--- src/rtl/mc_pi_accumulator.sv ---
// Monte Carlo pi accumulator: pairs random words into (x,y) points and counts quarter-circle hits.
// Build option MC_PI_LIVE_EN: hits/total track the running counters instead of updating only on DONE.
module mc_pi_accumulator #(
    parameter int W     = 32,
    parameter int Q     = 16,
    parameter int CNT_W = 32
) (
    input  logic             clk,
    input  logic             rst,
    input  logic [W-1:0]     rnd_data,
    input  logic             rnd_valid,
    output logic             rnd_ready,
    input  logic [CNT_W-1:0] num_samples,
    input  logic             start,
    output logic             busy,
    output logic             done,
    output logic [CNT_W-1:0] hits,
    output logic [CNT_W-1:0] total
);

    typedef enum logic [1:0] {
        IDLE,
        RUN,
        DRAIN,
        DONE
    } state_t;

    state_t state, state_next;

    logic [CNT_W-1:0] target;
    logic [CNT_W-1:0] pairs_issued;
    logic [CNT_W-1:0] hit_cnt;
    logic [CNT_W-1:0] pt_cnt;
    logic             phase_y;
    logic [Q-1:0]     x_coord;
    logic             sq_valid;
    logic [2*Q-1:0]   x_sq;
    logic [2*Q-1:0]   y_sq;
    logic [2*Q:0]     sq_sum;
    logic             point_hit;
    logic [Q-1:0]     word_top;
    logic [2*Q-1:0]   x_ext;
    logic [2*Q-1:0]   y_ext;
    logic             xfer;
    logic             y_xfer;
    logic             last_pair;
    logic             start_ok;
    logic             unused_low;

    assign word_top   = rnd_data[W-1 -: Q];
    assign unused_low = ^rnd_data[W-Q-1:0];
    assign x_ext      = {{Q{1'b0}}, x_coord};
    assign y_ext      = {{Q{1'b0}}, word_top};
    assign xfer       = rnd_valid & rnd_ready;
    assign y_xfer     = xfer & phase_y;
    assign last_pair  = y_xfer && ((pairs_issued + CNT_W'(1)) == target);
    assign start_ok   = (state == IDLE) && start;
    assign sq_sum     = {1'b0, x_sq} + {1'b0, y_sq};
    assign point_hit  = (sq_sum < {1'b1, {(2*Q){1'b0}}});

    assign busy = (state == RUN) || (state == DRAIN);
    assign done = (state == DONE);

    always_comb begin
        state_next = state;
        case (state)
            IDLE:    if (start) state_next = (num_samples == '0) ? DONE : RUN;
            RUN:     if (last_pair) state_next = DRAIN;
            DRAIN:   if (!sq_valid) state_next = DONE;
            DONE:    state_next = IDLE;
            default: state_next = IDLE;
        endcase
    end

    // The square stage holds the only in-flight pair; the accumulate stage folds into the counters on the same edge it empties.
    always_ff @(posedge clk) begin
        if (rst) begin
            state        <= IDLE;
            rnd_ready    <= 1'b0;
            target       <= '0;
            pairs_issued <= '0;
            phase_y      <= 1'b0;
            x_coord      <= '0;
            sq_valid     <= 1'b0;
            x_sq         <= '0;
            y_sq         <= '0;
            hit_cnt      <= '0;
            pt_cnt       <= '0;
        end else begin
            state     <= state_next;
            rnd_ready <= (state_next == RUN);
            sq_valid  <= y_xfer;
            if (start_ok) begin
                target       <= num_samples;
                pairs_issued <= '0;
                phase_y      <= 1'b0;
                hit_cnt      <= '0;
                pt_cnt       <= '0;
            end else begin
                if (xfer) begin
                    phase_y <= ~phase_y;
                    if (!phase_y) x_coord <= word_top;
                end
                if (y_xfer) begin
                    pairs_issued <= pairs_issued + CNT_W'(1);
                    x_sq         <= x_ext * x_ext;
                    y_sq         <= y_ext * y_ext;
                end
                if (sq_valid) begin
                    hit_cnt <= hit_cnt + CNT_W'(point_hit);
                    pt_cnt  <= pt_cnt + CNT_W'(1);
                end
            end
        end
    end

    always_ff @(posedge clk) begin
        if (rst) begin
            hits  <= '0;
            total <= '0;
        end
`ifdef MC_PI_LIVE_EN
        else begin
            hits  <= hit_cnt;
            total <= pt_cnt;
        end
`else
        // A zero-length run jumps straight from IDLE, before the cleared counters are visible.
        else if (state_next == DONE) begin
            hits  <= (state == IDLE) ? '0 : hit_cnt;
            total <= (state == IDLE) ? '0 : pt_cnt;
        end
`endif
    end

endmodule

--- config.mk ---
export PLATFORM = sky130hd
export DESIGN_NAME = mc_pi_accumulator
export DESIGN_NICKNAME = d
export VERILOG_FILES = /design/src/rtl/mc_pi_accumulator.sv
export SDC_FILE = /design/constraint.sdc
export NUM_CORES = 2
export LEC_CHECK = 0
export BUFFER_PORTS_ARGS = -buffer_cell sky130_fd_sc_hd__buf_2
export CORE_ASPECT_RATIO = 0.9
export CORE_UTILIZATION = 64
export CTS_CLUSTER_DIAMETER = 40
export DETAILED_ROUTE_END_ITERATION = 16
export HOLD_SLACK_MARGIN = 0.03
export PLACE_DENSITY_LB_ADDON = 0.25
export SYNTH_ARGS = -nofsm -noshare
export SYNTH_HDL_FRONTEND = slang
export SYNTH_SLANG_ARGS = --single-unit
--- constraint.sdc ---
create_clock -name clk -period 8.9 [get_ports clk]
set_input_delay 1.335 -clock clk [delete_from_list [all_inputs] [get_ports clk]]
set_output_delay 1.335 -clock clk [all_outputs]
set_load 0.05 [all_outputs]
==> summary.txt <==
Timing
  • Final worst path period share: 82.4%
  • Slew Viols, Final: 0
  • Max transition margin: between 20 and 25%
  • Setup violations, final: 0
  • Worst-margin pin slew: about 1.2 ns
  • F_max: 136 MHz
  • Setup TNS Final: 0 ns
  • Final worst slack: 1.57 ns
  • Final Hold Viols: 0
  • Clk_skew: between 0.02 and 0.03 ns
  • Minimum clock period: 7.33 ns
  • RSZ-0062 raised after global routing: no

Place
  • Hpwl dp: 46400 um
  • Setup WS pre-CTS: 1.08 ns
  • Dpl cell area: 27900 um2
  • Gpl congestion: approximately 0.9
  • Buffers on Ports: 118

Die
  • # IOs: between 100 and 150
  • Die X: between 200 and 250 um
  • Initial core utilization: approximately two thirds
  • DIE AREA: 43100 um2
  • Core Rows: 71
  • DIE HEIGHT: 197 um
  • Core area: approximately 42000 um2

Synthesis
  • Post-Syn Nets: 3871
  • Prevailing post-synth register cell: dfxtp_1
  • Main combinational cell family by area after synthesis: adder cells
  • Adder-cell share of the synthesized area: a little over a third
  • Sequential-to-total area share from yosys stat: between 20% and 30%
  • Post-Syn Instances: between 3000 and 4000
  • Post-synthesis register bit count: roughly 270
  • Post-Synth Simple-Gate Area: about a fifth
  • Compound-Gate Fraction of Synth Area: under 10%
  • Post-synthesis mux area share: less than 1%
  • Yosys cell types: 62
  • Mean post-synth cell area: 8.36 um2
  • YS warnings: 0
  • Async set-or-reset flop fraction in the synthesized netlist: 0%
  • Synth Area in XOR/XNOR: under 10%
  • Synthesized area: approximately 27000 um2
  • Post-synth EDFFs: 0

Worst setup path
  • Critical R2R Capture: x_sq[28]
  • R2R Path Start: x_coord[5]
  • Worst Setup End Kind: flop
  • Worst R2R Setup Slack: 1.71 ns
  • Critical path arrival: 7.79 ns
  • R2R cell count: 20
  • Worst EP required: ~9.4 ns
  • Crit Path Max Fanout: 17
  • Crit path kind: primary input to flop
  • CP Launch Type: primary input

GRT
  • GR Util met1: around two fifths
  • GR peak layer: met2
  • Global-route usage over all layers: between 20% and 30%
  • Largest net degree at the start of global routing: just under 100
  • Vias in the first global route: 22188
  • Met3 Usage GRT: just over 4%
  • Total grt overflow: 0
  • M2 GR Usage: between 40% and 50%
  • First-pass GRT wire length: about 110000 um
  • Initial antenna violation count: 0

Hold path
  • Worst Hold Depth: 2
  • WHS Endpoint: x_sq[11]
  • Hold Crit Start: x_sq[11]
  • Hold Crit Class: flop to flop

Final layout
  • Commonest non-fill, non-tap cells in the layout: inv_1, nand2_1, fa_1, dfxtp_1, ha_1
  • Antenna cells: 0
  • Share of layout cells above drive strength 1: a little under 7%
  • Register area: roughly 5500 um2
  • Commonest non-fill, non-tap cell in the layout: inv_1
  • Nets: 3892
  • Post-route design area: 29200 um2
  • Fill cells: about 3300
  • Finished Core Util: 69.9%
  • Layout area overhead: 7.87%
  • Footprint of the multi-input gates: 19100 um2

Detailed routing
  • Drt pass-1 iters: 5
  • # DRC: 0
  • Iter 0 DRT Violations: roughly 1200
  • Final WL: a little over 60000 um
  • Avg WL per Cell: about 16 um
  • Vias/cell: 5.68
  • ANT nets after route: 0
  • Routed vias: roughly 22000

Clock tree
  • Clock latency on the worst-skew pair: between 0.5 and 0.6 ns
  • Clock Tree Buf Depth: 3
  • Clock slew seen by the registers of the worst setup and hold paths: approximately 0.05 ns
  • TritonCTS sink count: between 200 and 300
  • Clock root cell: clkbuf_16
  • CTS buffer count: 38
  • Post-CTS setup buffers: 0
  • CTS tree: yes
  • CTS Hold Bufs: 0
  • H-tree levels: 2
  • Post-CTS sizing: 0

Outcome
  • Status: finished, final reports clean

Pwr
  • Power Density: roughly 230 nW/um2
  • Worst VDD drop: ~0.36 mV
  • Leak Pwr: 14.0 nW

Run
  • Max Cap Viol: 0
## where the power goes
part	internal [mW]	switching, mW
logic	1.48	2.33
registers	1.26	0.0613
clock network	0.961	0.598
## through the flow
step / cells / power (mW) / hold slack [ns]
6_report: 3834 / 6.70 / 0.455
5_1_grt: 3834 / 7.27 / 0.477
4_1_cts: 3834 / 6.65 / 0.458
3_5_place_dp: 3768 / 5.07 / 0.453
3_3_place_gp: 3768 / 4.95 / 0.446
2_1_floorplan: 3240 / 4.30 / 0.436
## cells in the mapped netlist, drive strengths merged (11+ instances only)
cell type,instances,area (um2)
nor4,17,106
inv,518,1940
a31oi,11,68.8
nor3,39,195
buf,26,155
o21ai,120,604
a21o,19,143
nand2b,11,68.8
and3,30,188
nand4,31,200
nand3b,12,90.1
clkbuf,127,477
ha,238,2980
xor2,90,788
nor2b,77,482
a21oi,214,1070
dfxtp,273,5470
xnor2,94,823
o211ai,14,105
a211oi,20,150
and2,85,532
and4,14,123
fa,325,6510
nand3,106,531
or3,18,113
nor2,201,754
nand2,403,1510
## critical path, cell delays in order
cell	delay (ns)
buf_2	0.24
nand2_1	0.18
inv_1	0.08
fa_1	0.53
inv_1	0.06
fa_1	0.53
inv_1	0.05
fa_1	0.49
inv_1	0.05
fa_1	0.52
inv_1	0.05
fa_1	0.47
inv_1	0.05
fa_1	0.48
inv_1	0.04
ha_1	0.30
o21ai_0	0.12
or3_1	0.37
a21oi_1	0.20
o21ai_0	0.17
o21ai_0	0.61
a21o_1	0.27
a21boi_0	0.13
or4_1	0.41
nand3_1	0.07
## kinds of logic after synthesis
kind of cell | count (synthesis)
compound gates | 464
flops | 273
simple gates | 1075
fa+ha+maj | 563
xor+xnor | 184
mux | 10
buf+inv | 671
## registers in the layout, indices dropped and copies added (netlist names)
| register | count |
|---|---|
| y_sq | 30 |
| pt_cnt | 32 |
| hits | 32 |
| hit_cnt | 32 |
| x_coord | 16 |
| total | 32 |
| state | 2 |
| target | 32 |
| phase_y | 1 |
| sq_valid | 1 |
| x_sq | 30 |
| pairs_issued | 32 |
| rnd_ready | 1 |
## layout make-up
class | count | share of cell area, %
clock inverter | 21 | 0.998
timing repair buffer | 134 | 2.46
clock buffer | 45 | 3.52
multi-input combinational | 2296 | 65.3
sequential | 273 | 18.7
tap | 547 | 2.34
inverter | 518 | 6.66
## per-layer routing
| metal | share of wire (%) | wire length, um |
|---|---|---|
| met2 | 48 | 29800 |
| met3 | 5.6 | 3440 |
| met5 | 0 | 0 |
| met4 | 2.0 | 1250 |
| met1 | 44 | 27400 |
## worst max-delay path by stage
| stage | to | cells after the start | from |
|---|---|---|---|
| after global placement | y_sq[25] | 25 | rnd_data[24] |
| final | y_sq[23] | 25 | rnd_data[24] |
| after floorplan | y_sq[25] | 25 | rnd_data[24] |
| after detailed placement | y_sq[23] | 25 | rnd_data[24] |
| after CTS | y_sq[23] | 25 | rnd_data[24] |
| after global routing | y_sq[23] | 25 | rnd_data[24] |
Power figures use the tool's default switching activity.
